[config.mk]
export PLATFORM = sky130hd
export DESIGN_NAME = axi_sram
export DESIGN_NICKNAME = d
export VERILOG_FILES = /design/src/rtl/axi_sram_pkg.sv /design/src/rtl/axi_sram.sv
export SDC_FILE = /design/constraint.sdc
export NUM_CORES = 1
export LEC_CHECK = 0
export ABC_AREA = 1
export BUFFER_PORTS_ARGS = -buffer_cell sky130_fd_sc_hd__buf_2
export CORE_UTILIZATION = 50
export DETAILED_ROUTE_END_ITERATION = 7
export PLACE_DENSITY = 0.79
export SYNTH_ARGS = -nofsm -noshare
export SYNTH_HDL_FRONTEND = slang
export SYNTH_SLANG_ARGS = --single-unit
[constraint.sdc]
create_clock -name clk -period 1.77 [get_ports clk]
set_input_delay 0.0885 -clock clk [delete_from_list [all_inputs] [get_ports clk]]
set_output_delay 0.0885 -clock clk [all_outputs]
set_load 0.03 [all_outputs]
[src/rtl/axi_sram_pkg.sv]
// Shared types and widths for the debug-AXI SRAM slave.
// The debug-bus widths are shared with the UART debug master.
package axi_sram_pkg;

   localparam int SRAM_AW = 18;
   localparam int SRAM_DW = 16;
   localparam int DBG_AW  = SRAM_AW;
   localparam int DBG_DW  = SRAM_DW;

   typedef enum logic [2:0] {
      IDLE,
      RD,
      RD_RESP,
      WR_SETUP,
      WR_PULSE,
      WR_HOLD,
      WR_RESP
   } sram_state_t;

   function automatic logic is_access(sram_state_t s);
      return (s == RD) || (s == WR_SETUP) ||
             (s == WR_PULSE) || (s == WR_HOLD);
   endfunction

   function automatic logic is_wr_drive(sram_state_t s);
      return (s == WR_SETUP) || (s == WR_PULSE) ||
             (s == WR_HOLD);
   endfunction

endpackage

[src/rtl/axi_sram.sv]
// AXI-lite style slave driving an async 256Kx16 SRAM.
// One access at a time; reads and writes alternate when both wait.
module axi_sram
   import axi_sram_pkg::*;
#(
   parameter int WAIT_CYCLES = 1
) (
   input  logic               clk,
   input  logic               axi_resetn,
   input  logic [DBG_AW-1:0]  axi_ar_addr,
   input  logic               axi_ar_valid,
   output logic               axi_ar_ready,
   output logic [DBG_DW-1:0]  axi_r_data,
   output logic               axi_r_valid,
   input  logic               axi_r_ready,
   input  logic [DBG_AW-1:0]  axi_aw_addr,
   input  logic               axi_aw_valid,
   output logic               axi_aw_ready,
   input  logic [DBG_DW-1:0]  axi_w_data,
   input  logic               axi_w_valid,
   output logic               axi_w_ready,
   output logic               axi_b_valid,
   input  logic               axi_b_ready,
   output logic [SRAM_AW-1:0] sram_addr,
   output logic [SRAM_DW-1:0] sram_dq_o,
   input  logic [SRAM_DW-1:0] sram_dq_i,
   output logic               sram_dq_oe,
   output logic               sram_ce_n,
   output logic               sram_oe_n,
   output logic               sram_we_n,
   output logic               sram_lb_n,
   output logic               sram_ub_n
);

   localparam logic [3:0] LP_WAIT = 4'(WAIT_CYCLES);

   sram_state_t        r_state;
   sram_state_t        w_nxt;
   logic               r_run;
   logic               r_aw_held;
   logic               r_w_held;
   logic               r_prefer_wr;
   logic [SRAM_AW-1:0] r_aw_addr;
   logic [SRAM_DW-1:0] r_w_data;
   logic [SRAM_AW-1:0] r_addr;
   logic [SRAM_DW-1:0] r_dq_o;
   logic [SRAM_DW-1:0] r_r_data;
   logic               r_r_valid;
   logic               r_b_valid;
   logic               r_ce_n;
   logic               r_oe_n;
   logic               r_we_n;
   logic               r_be_n;
   logic               r_dq_oe;
   logic [3:0]         r_wait;
   logic               w_wr_pend;
   logic               w_ar_hs;
   logic               w_aw_hs;
   logic               w_w_hs;
   logic               w_wr_start;

   // r_run keeps every ready low until the first edge after reset
   assign w_wr_pend    = r_aw_held && r_w_held;
   assign axi_ar_ready = r_run && (r_state == IDLE) &&
                         !(w_wr_pend && r_prefer_wr);
   assign axi_aw_ready = r_run && !r_aw_held;
   assign axi_w_ready  = r_run && !r_w_held;

   assign w_ar_hs    = axi_ar_valid && axi_ar_ready;
   assign w_aw_hs    = axi_aw_valid && axi_aw_ready;
   assign w_w_hs     = axi_w_valid && axi_w_ready;
   assign w_wr_start = (r_state == IDLE) && (w_nxt == WR_SETUP);

   always_ff @(posedge clk or negedge axi_resetn) begin
      if (!axi_resetn) r_state <= IDLE;
      else             r_state <= w_nxt;
   end

   always_comb begin
      w_nxt = r_state;
      unique case (r_state)
         IDLE: begin
            if (w_ar_hs)        w_nxt = RD;
            else if (w_wr_pend) w_nxt = WR_SETUP;
         end
         RD:       if (r_wait == 4'd0) w_nxt = RD_RESP;
         RD_RESP:  if (axi_r_ready) w_nxt = IDLE;
         WR_SETUP: w_nxt = WR_PULSE;
         WR_PULSE: if (r_wait == 4'd0) w_nxt = WR_HOLD;
         WR_HOLD:  w_nxt = WR_RESP;
         WR_RESP:  if (axi_b_ready) w_nxt = IDLE;
         default:  w_nxt = IDLE;
      endcase
   end

   always_ff @(posedge clk or negedge axi_resetn) begin
      if (!axi_resetn) begin
         r_run       <= 1'b0;
         r_aw_held   <= 1'b0;
         r_w_held    <= 1'b0;
         r_aw_addr   <= '0;
         r_w_data    <= '0;
         r_prefer_wr <= 1'b1;
      end else begin
         r_run <= 1'b1;
         if (w_aw_hs) begin
            r_aw_addr <= axi_aw_addr;
            r_aw_held <= 1'b1;
         end else if (r_state == WR_HOLD) begin
            r_aw_held <= 1'b0;
         end
         if (w_w_hs) begin
            r_w_data <= axi_w_data;
            r_w_held <= 1'b1;
         end else if (r_state == WR_HOLD) begin
            r_w_held <= 1'b0;
         end
         if (w_ar_hs)         r_prefer_wr <= 1'b1;
         else if (w_wr_start) r_prefer_wr <= 1'b0;
      end
   end

   // Address and write data only change when a new access is launched
   always_ff @(posedge clk or negedge axi_resetn) begin
      if (!axi_resetn) begin
         r_addr <= '0;
         r_dq_o <= '0;
         r_wait <= '0;
      end else begin
         if (w_ar_hs) begin
            r_addr <= axi_ar_addr;
         end else if (w_wr_start) begin
            r_addr <= r_aw_addr;
            r_dq_o <= r_w_data;
         end
         if ((w_nxt == RD && r_state != RD) ||
             (w_nxt == WR_PULSE && r_state != WR_PULSE))
            r_wait <= LP_WAIT;
         else if (r_wait != 4'd0)
            r_wait <= r_wait - 4'd1;
      end
   end

   always_ff @(posedge clk or negedge axi_resetn) begin
      if (!axi_resetn) begin
         r_r_data  <= '0;
         r_r_valid <= 1'b0;
         r_b_valid <= 1'b0;
      end else begin
         if (r_state == RD && w_nxt == RD_RESP) begin
            r_r_data  <= sram_dq_i;
            r_r_valid <= 1'b1;
         end else if (r_state == RD_RESP && axi_r_ready) begin
            r_r_valid <= 1'b0;
         end
         if (r_state == WR_HOLD)
            r_b_valid <= 1'b1;
         else if (r_state == WR_RESP && axi_b_ready)
            r_b_valid <= 1'b0;
      end
   end

   // Strobes are registered from the next state so they track it exactly
   always_ff @(posedge clk or negedge axi_resetn) begin
      if (!axi_resetn) begin
         r_ce_n  <= 1'b1;
         r_oe_n  <= 1'b1;
         r_we_n  <= 1'b1;
         r_be_n  <= 1'b1;
         r_dq_oe <= 1'b0;
      end else begin
         r_ce_n  <= !is_access(w_nxt);
         r_be_n  <= !is_access(w_nxt);
         r_oe_n  <= (w_nxt != RD);
         r_we_n  <= (w_nxt != WR_PULSE);
         r_dq_oe <= is_wr_drive(w_nxt);
      end
   end

   assign axi_r_data  = r_r_data;
   assign axi_r_valid = r_r_valid;
   assign axi_b_valid = r_b_valid;
   assign sram_addr   = r_addr;
   assign sram_dq_o   = r_dq_o;
   assign sram_dq_oe  = r_dq_oe;
   assign sram_ce_n   = r_ce_n;
   assign sram_oe_n   = r_oe_n;
   assign sram_we_n   = r_we_n;
   assign sram_lb_n   = r_be_n;
   assign sram_ub_n   = r_be_n;

endmodule

# Word level (Yosys, flattened, before mapping)
# Cells that the tools add are included.
word_totals:
  ff_bits: 101
  output_inout_bits: 61
  wordCells: 89
op_classes:
  addsub: 1
  n_eq_ne: 15
  muxes: 20
  n_bitwise: 1
  n_reduce_logical: 35
op_table:
  columns: ["cell", "count"]
  rows:
  - ["18-bit two-way mux", 2]
  - ["3-bit case mux with 7 select lines", 1]
  - ["3-bit two-way mux", 6]
  - ["3-bit == test (second input constant)", 5]
  - ["1-bit logical AND", 15]
  - ["3-bit by 2-bit == test with 1-bit output (second input constant)", 4]
  - ["2-bit nonzero test", 6]
  - ["1-bit two-way mux", 9]
  - ["4-bit two-way mux", 2]
  - ["3-bit by 1-bit == test with 1-bit output (second input constant)", 2]
  - ["1-bit logical OR", 6]
  - ["3-bit by 1-bit inequality test with 1-bit output (second input constant)", 2]
  - ["3-bit inequality test (second input constant)", 2]
  - ["1-bit logical NOT", 4]
  - ["4-bit logical NOT", 1]
  - ["4-bit nonzero test", 1]
  - ["4-bit by 1-bit subtractor with 4-bit output (second input constant)", 1]
  - ["3-bit logical NOT", 1]
  - ["2-bit AND reduction", 1]
  - ["1-bit inverter", 1]

# Logic depth before layout (Yosys ltp)
# Gate-level depths: netlist of run 1.
logic_depth:
  word_depth: 12
  mapped_depth: 8
  ltp_nobuf: 8

# Worst setup path after synthesis of run 1
# No wires, ideal clock.
synth_timing:
  path_kind: "register -> register"
  startpoint: "register r_aw_held"
  endpoint: "register r_aw_addr[10]"
  t_arrival_ns: 1.632
  required_time_ns: 1.645
  path_slack_ns: 0.013
  stages_incl_launch_ff: 5
  path_buffers: 1
  path_cell_list: "dfrtp_1 > nor2_1 > nand2_2 > buf_2 > mux2_2"
synth_between:
  elab_chain_len: 3
synth_rtl:
  columns: ["item", "line", "source"]
  rows:
  - ["start, declared", "axi_sram.sv:40", "logic r_aw_held;"]
  - ["start signal, assigned", "axi_sram.sv:99", "r_aw_held <= 1'b0;"]
  - ["start signal, assigned", "axi_sram.sv:108", "r_aw_held <= 1'b1;"]
  - ["start signal, assigned", "axi_sram.sv:110", "r_aw_held <= 1'b0;"]
  - ["1-bit logical NOT", "axi_sram.sv:66", "assign axi_aw_ready = r_run && !r_aw_held;"]
  - ["1-bit logical AND", "axi_sram.sv:66", null]
  - ["net axi_aw_ready", "axi_sram.sv:18", "output logic axi_aw_ready,"]
  - ["1-bit logical AND", "axi_sram.sv:70", "assign w_aw_hs = axi_aw_valid && axi_aw_ready;"]
  - ["end signal, assigned", "axi_sram.sv:107", "r_aw_addr <= axi_aw_addr;"]
  - ["end, declared", "axi_sram.sv:43", "logic [SRAM_AW-1:0] r_aw_addr;"]
# The timed path passes the listed nets, and every way through them passes these cells.
# A chain may end at the register's enable or synchronous reset.

# Final worst setup path of run 1
layout_timing:
  startpoint: "register r_state[0]"
  endpoint: "output port axi_ar_ready"
layout_between:
  elab_chain_len: 3
layout_rtl:
  columns: ["item", "line", "source"]
  rows:
  - ["start, declared", "axi_sram.sv:37", "sram_state_t r_state;"]
  - ["start signal, assigned", "axi_sram.sv:76", "else r_state <= w_nxt;"]
  - ["3-bit logical NOT", "axi_sram.sv:64", "assign axi_ar_ready = r_run && (r_state == IDLE) &&"]
  - ["1-bit logical AND (2 in series)", "axi_sram.sv:64", null]
  - ["end, declared", "axi_sram.sv:12", "output logic axi_ar_ready,"]
# Every way passes these cells.

==> results of run 1 <==
through the flow:
| step | power, mW | hold WS (ns) | utilization, % |
|---|---|---|---|
| CTS | 10.3 | 0.00506 | 72.0 |
| floorplan | 7.31 | -0.207 | - |
| global placement | 8.49 | -0.0102 | 61.1 |
| global route | 11.1 | 0.0539 | 72.5 |
| finish | 10.3 | 0.0359 | 72.5 |
| detailed placement | 8.69 | -0.00826 | 61.1 |
routing by layer:
| metal | global-route usage (%) | routed length [um] | up-vias |
|---|---|---|---|
| li1 | - | - | 1767 |
| met1 | 31.6 | 4210 | 1787 |
| met2 | 46.6 | 5590 | 177 |
| met3 | 5.28 | 740 | 26 |
| met4 | 11.5 | 250 | 0 |
| met5 | 0 | 0 | - |
what timing repair did:
item / CTS / global route
hold buffers: 68 / 0
endpoints found under the setup margin: 1 / 23
resized for setup: 1 / 3
endpoints found under the hold margin: 165 / 0
pin swaps: 0 / 0
setup buffers: 0 / 4
worst reg2reg max path: cells and delay by family, from the launching register on:
kind | cells | cell delay, ns
DFF | 1 | 0.46
and+or+nand+nor | 6 | 0.75
buffers and inverters | 1 | 0.25
sequential cells by signal (all words and copies together) (netlist names), 3 cells and up:
register / count
r_w_data: 16
r_wait: 4
r_aw_addr: 18
sram_dq_o: 16
axi_r_data: 16
sram_addr: 18
r_state: 3
final timing paths:
kind,start,to,slack (ns),cells after the start
min reg2reg,r_prefer_wr,r_prefer_wr,0.47,2
max in group asynchronous,axi_resetn,r_w_data[10],1.02,3
min in group asynchronous,axi_resetn,r_w_data[9],0.16,2
max,r_state[0],axi_ar_ready,0.10,5
min,axi_ar_addr[0],sram_addr[0],0.04,3
max reg2reg,r_state[0],sram_addr[9],0.19,7
where the power goes:
group	switching, mW	leakage (nW)	internal, mW
Sequential	0.644	1.22	3.45
Clock	0.808	0.105	0.674
Combinational	3.04	1.73	1.73
layout by cell type, fill, tap and decap left out:
master         Yosys  routed
a21oi_1            1       1
buf_12             0       3
buf_2             14     133
buf_4              7      14
buf_6              1       2
bufinv_16          0       1
clkbuf_4           0       1
clkbuf_8           0       9
clkinv_2           0       1
clkinv_4           0       1
conb_1             1       1
dfrtp_1           97      97
dfstp_2            4       4
dlygate4sd3_1      0      68
ha_1               1       1
inv_1             10      10
inv_2              3       3
inv_6              0       4
mux2_2            34      34
nand2_1           84      84
nand2_2            3       3
nand2_4            1       1
nand3_1          112     112
nand4_1            5       5
nor2_1             7       7
nor2_2             3       2
nor2_4             0       1
nor3_1             2       2
nor3_4             1       1
nor4_1             2       2
o21ai_0            3       3
o21ai_1            1       1
xnor2_1            1       1
xor2_1             1       1
kinds of logic (layout without fill, tap and decap cells):
family	Yosys count	in the layout	share of synthesized area [%]
buf+inv	38	250	4.63
simple gates	220	220	24.4
compound gates	5	5	0.597
xor+xnor	2	2	0.418
other cells	1	1	0.0895
mux	34	34	9.14
fa+ha+maj	1	1	0.299
flops	101	101	60.5
area by class of cell:
cell class	instances	share of cell area [%]
clock inverter	7	1.33
tap	105	2.22
clock buffer	9	2.09
inverter	13	0.824
sequential	101	42.7
timing repair buffer	221	26.0
multi-input combinational	263	24.8
==> metrics list, run 1 <==
- DP Area: between 0.004 and 0.005 mm^2
* Status: finished clean
- Number of filler instances in the final layout: roughly 600
- The most numerous cell type found on the critical path is nor2_2.
- Worst-case clock skew: about 0.012 ns
- Post-layout minimum cycle time: approximately 1.7 ns
* Placement-stage worst setup slack: around 0.15 ns
- The slowest stage of the critical path belongs to the cell dfrtp_1.
- The most used flip-flop cell after synthesis is dfrtp_1.
- Entering global routing, the biggest net connects between 40 and 50 pins.
- The later pin in the worst-skew pair is clocked with a latency of 0.35 ns.
- Ranked by instance count, the synthesized netlist is headed by 112 x nand3_1, 97 x dfrtp_1, 84 x nand2_1.
* Startpoint class of the critical path: register
- The final hold violation count was 0.
* Area added between synthesis and finish: 41.4%
- The initial antenna violation count was 0.
- The top cell type by area accounts for between 50% and 60% of the synthesized area.
* Synth unique cells: 27
- Max_cap viols: 0
- The die is slightly above 90 um tall.
- Combined flip-flop and latch cell area: around 0.0025 mm^2
- Area inside the core boundary: 0.00818 mm^2
* Arrival @ worst endpoint: around 1.6 ns
* Synth top area cells: dfrtp_1 58%, nand3_1 13%, mux2_2 9.1%
* Sequential fraction of the synthesis area: 60.5%
- The largest single stage delay on the critical path is between 0.4 and 0.5 ns.
- Fmax achieved: between 600 and 700 MHz
- Setup violations remaining at the end of the flow were counted as 0.
- Post-detailed-placement half-perimeter wirelength: ~6500 um
- Along the worst path, the maximum fanout reaches 13.
- Clock-pin slew on the worst setup and hold paths: ~0.090 ns
- DR vias/cell: around 5.2
- The number of global-route vias before repair was 3862.
- Clock tree synthesis inserted a total of 9 buffers.
- For this design the static power due to leakage is 3.06 nW.
- Worst setup EP type: output pin
- The clock passes through at most 2 buffers.
* Leading cell type by number of instances after synthesis: nand3_1
- Die outline area: slightly below 0.009 mm^2
- Power density over the cells: about 1700 mW/mm^2
* Kind of cell adding the most delay to the critical path: flip-flops
- The synthesized design spends more area on one cell type than any other, namely dfrtp_1.
- Measured along the x axis, the die boundary spans ~94 um.
- During placement, the flow inserted port buffers numbering 135.
- Total number of H-tree levels: 3
- The detail route stage leaves a number of antenna-violating nets equal to 0.
* Part of the cycle the worst path needs: approximately 94%
- Critical path cell sequence: nor2_2, nand2_1, nor2_2, buf_6, clkbuf_4
- Counting flops and latches in the post-synthesis netlist gives 101.
- Mean instance size in the synthesized netlist: roughly 10 um^2
- Mean routed wirelength per cell: about 15 um
- Setup tns final: 0 ns
* Total Routed Length: between 10000 and 15000 um
* Setup Crit Path Kind: register to output pin
- Overall routing resource usage: a little over a quarter
- Class of the most critical hold timing path: input pin to register
- First drt pass iteration count: 6
* Slew Limit Fails: 0
- Routability-driven placement finished with a final weighted congestion of around 0.87.
- Data on the critical path is required at its endpoint by between 1.5 and 2 ns.
- The number of antenna diodes in the final layout is 0.
- The tree built by TritonCTS fans out to approximately 100 sinks.
* Synthesized area: roughly 0.0042 mm^2
* Maximum vdd ir drop: about 950 uV
* Setup slack of the critical path after layout: about 0.10 ns
* Post-route DRC: 0
* Synth async-reset ratio: 100%
- Post-synth EDFFs: 0
- Via Count: between 3000 and 4000
* Initial Utilization: 51.2%
* Number of buffers and inverters on the critical path: 2
- Setup repair after global routing missed its margin: no
- Multi-input combinational cell area: about 0.0015 mm^2
- Buffer cell driving the clock tree root: clkbuf_8
- Total number of placement rows: 33
- CTS tree: built
* Total Nets Final: between 600 and 700
- Yosys warning total: 0
- In this run, the number of DRC markers left after iteration 0 of detailed routing was around 180.
* Fraction of layout cells with a size suffix above 1: a little over a third
* Net count after synthesis: 478
- Total I/O pin count: 136
* Global-route wire length before repair: ~18000 um
* Total overflow reported by the global router: 0
- After the flow finishes, the layout carries non-filler instances totaling 719.
- Area of all placed cells without fillers: roughly 0.006 mm^2
* Gate count after technology mapping: ~400
- Counting tap cells, the placed design contains a total of 631 instances.
Power figures use the tool's default switching activity.
==> run 2: changes to the inputs <==
- PLACE_DENSITY: 0.79 -> 0.78
==> metrics list, run 2 (same netlist as run 1, synthesis figures left out) <==
- The count of input and output buffers was 135 (unchanged).
- The number of H-tree levels came to 3 (unchanged).
* Setup Crit Path Kind: register to output pin
- The clock-pin slew on the worst setup and hold paths came to 0.10 ns (about the same).
- The die boundary height came to 93.5 um (unchanged).
- CTS tree: built
- The number of instances on the worst hold path came to 4 (+1).
- The final hold violation count is 0 (unchanged).
* Part of the cycle the worst path needs: 93.9% (-0.18 points)
- Reg2reg start: r_wait[0]
* Total Routed Length: 10800 um (+0.13%)
* DR vias/cell: 5.23 (+0.16%)
* Required time reported for the critical path endpoint: 1.68 ns (about the same)
- The number of buffers on the longest clock path is 2 (unchanged).
- Total I/O pin count: 136 (unchanged)
- The average routed wire per standard cell was 15.0 um (+0.13%).
- The upper clock frequency limit came to 601 MHz (+0.19%).
- The die outline area was 0.00875 mm^2 (unchanged).
- The core region area came to 0.00818 mm^2 (unchanged).
- Buffer cell driving the clock tree root: clkbuf_8
- Post-detailed-placement half-perimeter wirelength: 6580 um (+1.5%)
- Total overflow reported by the global router: 0 (unchanged)
* Worst Hold End: r_state[2]
- The slowest stage of the critical path is the dfrtp_2 cell.
- Worst max-slew margin expressed relative to the limit: 65.6%
- The logic depth of the worst register-to-register path came to 7 (unchanged).
* Actual slew at the worst max-slew pin: 0.514 ns
- Kind of cell adding the most delay to the critical path: flip-flops
* Placement-stage worst setup slack: 0.155 ns (+0.000814 ns)
* Class of the most critical hold timing path: input pin to register
- Number of endpoints failing setup at the final stage: 0 (unchanged)
* Slew Limit Fails: 0 (unchanged)
* CP most frequent cell: nor2_2
- DR iter-0 viols: 214 (+18%)
* Post-layout minimum cycle time: 1.66 ns (-0.00316 ns)
* Arrival @ worst endpoint: 1.57 ns (about the same)
* Max stage delay on crit path: 0.47 ns (about the same)
* Startpoint class of the critical path: register
- Worst setup EP type: output pin
- The detailed-route DRC error count is 0 (unchanged).
- Slack of the worst reg-to-reg path: 0.11 ns (-0.08 ns)
- The run finished with clean final reports.
- Static Leakage: 3.03 nW (-0.91%)
* Max_cap viols: 0 (unchanged)
* Power density over the cells: 1750 mW/mm^2 (about the same)
* Critical path cell sequence: nor2_2, nand2_1, nor2_2, buf_6, clkbuf_4
- Start point of the worst min-delay path: axi_b_ready
* Die span in x: 93.5 um (unchanged)
- Global-route wire length before repair: 17600 um (-0.42%)
- The final weighted congestion in routability-driven placement is 0.750 (-14%).
- The number of sinks driven by the clock tree is 101 (unchanged).
- The largest fanout on the critical path was 11 (-2).
- The worst register-to-register path ends at axi_r_data[1].
- The antenna cell count is 0 (unchanged).
* Highest-count cells in the layout ignoring fill and taps: 133 x buf_2, 112 x nand3_1, 94 x dfrtp_1, 84 x nand2_1, 69 x dlygate4sd3_1
- The critical path buffer and inverter count came to 2 (unchanged).
- The fraction of final layout cells sized beyond drive strength 1 came to 35.7% (+0.16 points).
* Number of global-route vias before repair: 3787 (-1.9%)
* Worst-case clock skew: 0.00921 ns (-0.00241 ns)
- Via Count: 3763 (+0.16%)
- The clock latency at the later pin of the worst-skew pair was 0.36 ns (about the same).
* Clock buffers created by TritonCTS: 9 (unchanged)
- Area added between synthesis and finish: 40.6%
- The row count is 33 (unchanged).
* Total Nets Final: 685 (unchanged)
- The starting density of the core is 51.2% (unchanged).
* First drt pass iteration count: 5 (-1)
- The library cell used most frequently in the layout, excluding fill and tap cells, is buf_2.
- The worst ir drop on vdd is 974 uV (+2.5%).
* Overall routing resource usage: 26.2% (-0.33 points)
- The final hold slack came to 0.0917 ns (+0.0559 ns).
* Detail Route Antenna Nets: 0 (unchanged)
* Initial antenna violation count: 0 (unchanged)
- The worst setup margin is 0.107 ns (+0.00317 ns).
- Maximum number of pins on one net before global-route repair: 36 (-14%)
-- run 2: final cells by class --
type                       count  area (um^2)
timing repair buffer         221         1520
clock buffer                  10          128
inverter                      13         48.8
multi-input combinational    263         1460
fill                         589         2280
sequential                   101         2540
clock inverter                 6         68.8
tap                          105          131
-- run 2: routing by layer --
layer  track usage (%)  share of wire [%]  vias to the layer above
li1                  -                  -                     1765
met5                 0                  0                        -
met3              5.20                6.3                       32
met4              11.5                2.6                        0
met1              32.7                 40                     1798
met2              44.2                 51                      168
-- run 2: worst reg2reg max path: cells and delay by family, from the launching register on --
kind / cells / cell delay, ns
AND/OR/NAND/NOR: 4 / 0.63
flip-flops: 1 / 0.39
buffers and inverters: 2 / 0.39
adder cells (fa/ha/maj): 1 / 0.19
-- run 2: repair_timing --
item	in CTS	in global routing
gates resized for setup	2	3
hold buffers	69	0
gates cloned	0	0
endpoints found under the hold margin	97	0
endpoints found under the setup margin	1	1
buffers inserted	0	4
-- run 2: worst max path at each step --
stage / startpoint / to / slack [ns] / depth (start not counted)
after floorplan: r_aw_held / r_aw_addr[10] / 0.01 / 4
after global placement: r_wait[0] / axi_r_data[10] / 0.27 / 7
after detailed placement: r_wait[0] / axi_r_data[1] / 0.15 / 7
after CTS: r_state[1] / axi_ar_ready / 0.003 / 5
after global routing: r_state[0] / axi_ar_ready / -0.003 / 5
final: r_state[0] / axi_ar_ready / 0.11 / 5
-- run 2: report_power, final --
group          leakage, nW  internal [mW]  switching (mW)
Sequential            1.22           3.45           0.646
Clock               0.0977          0.667           0.804
Combinational         1.72           1.68            3.04
-- run 2: per-stage QoR --
stage               total power [mW]  setup TNS, ns  util [%]  instance area [um^2]  std cells
detailed placement              8.63              0      60.7                  4960        630
global route                    11.0       -0.00285      72.1                  5890        719
finish                          10.3              0      72.1                  5890        719
CTS                             10.2              0      71.6                  5860        715
floorplan                       7.31              0         -                  4190        402
global placement                8.42              0      60.7                  4960        630
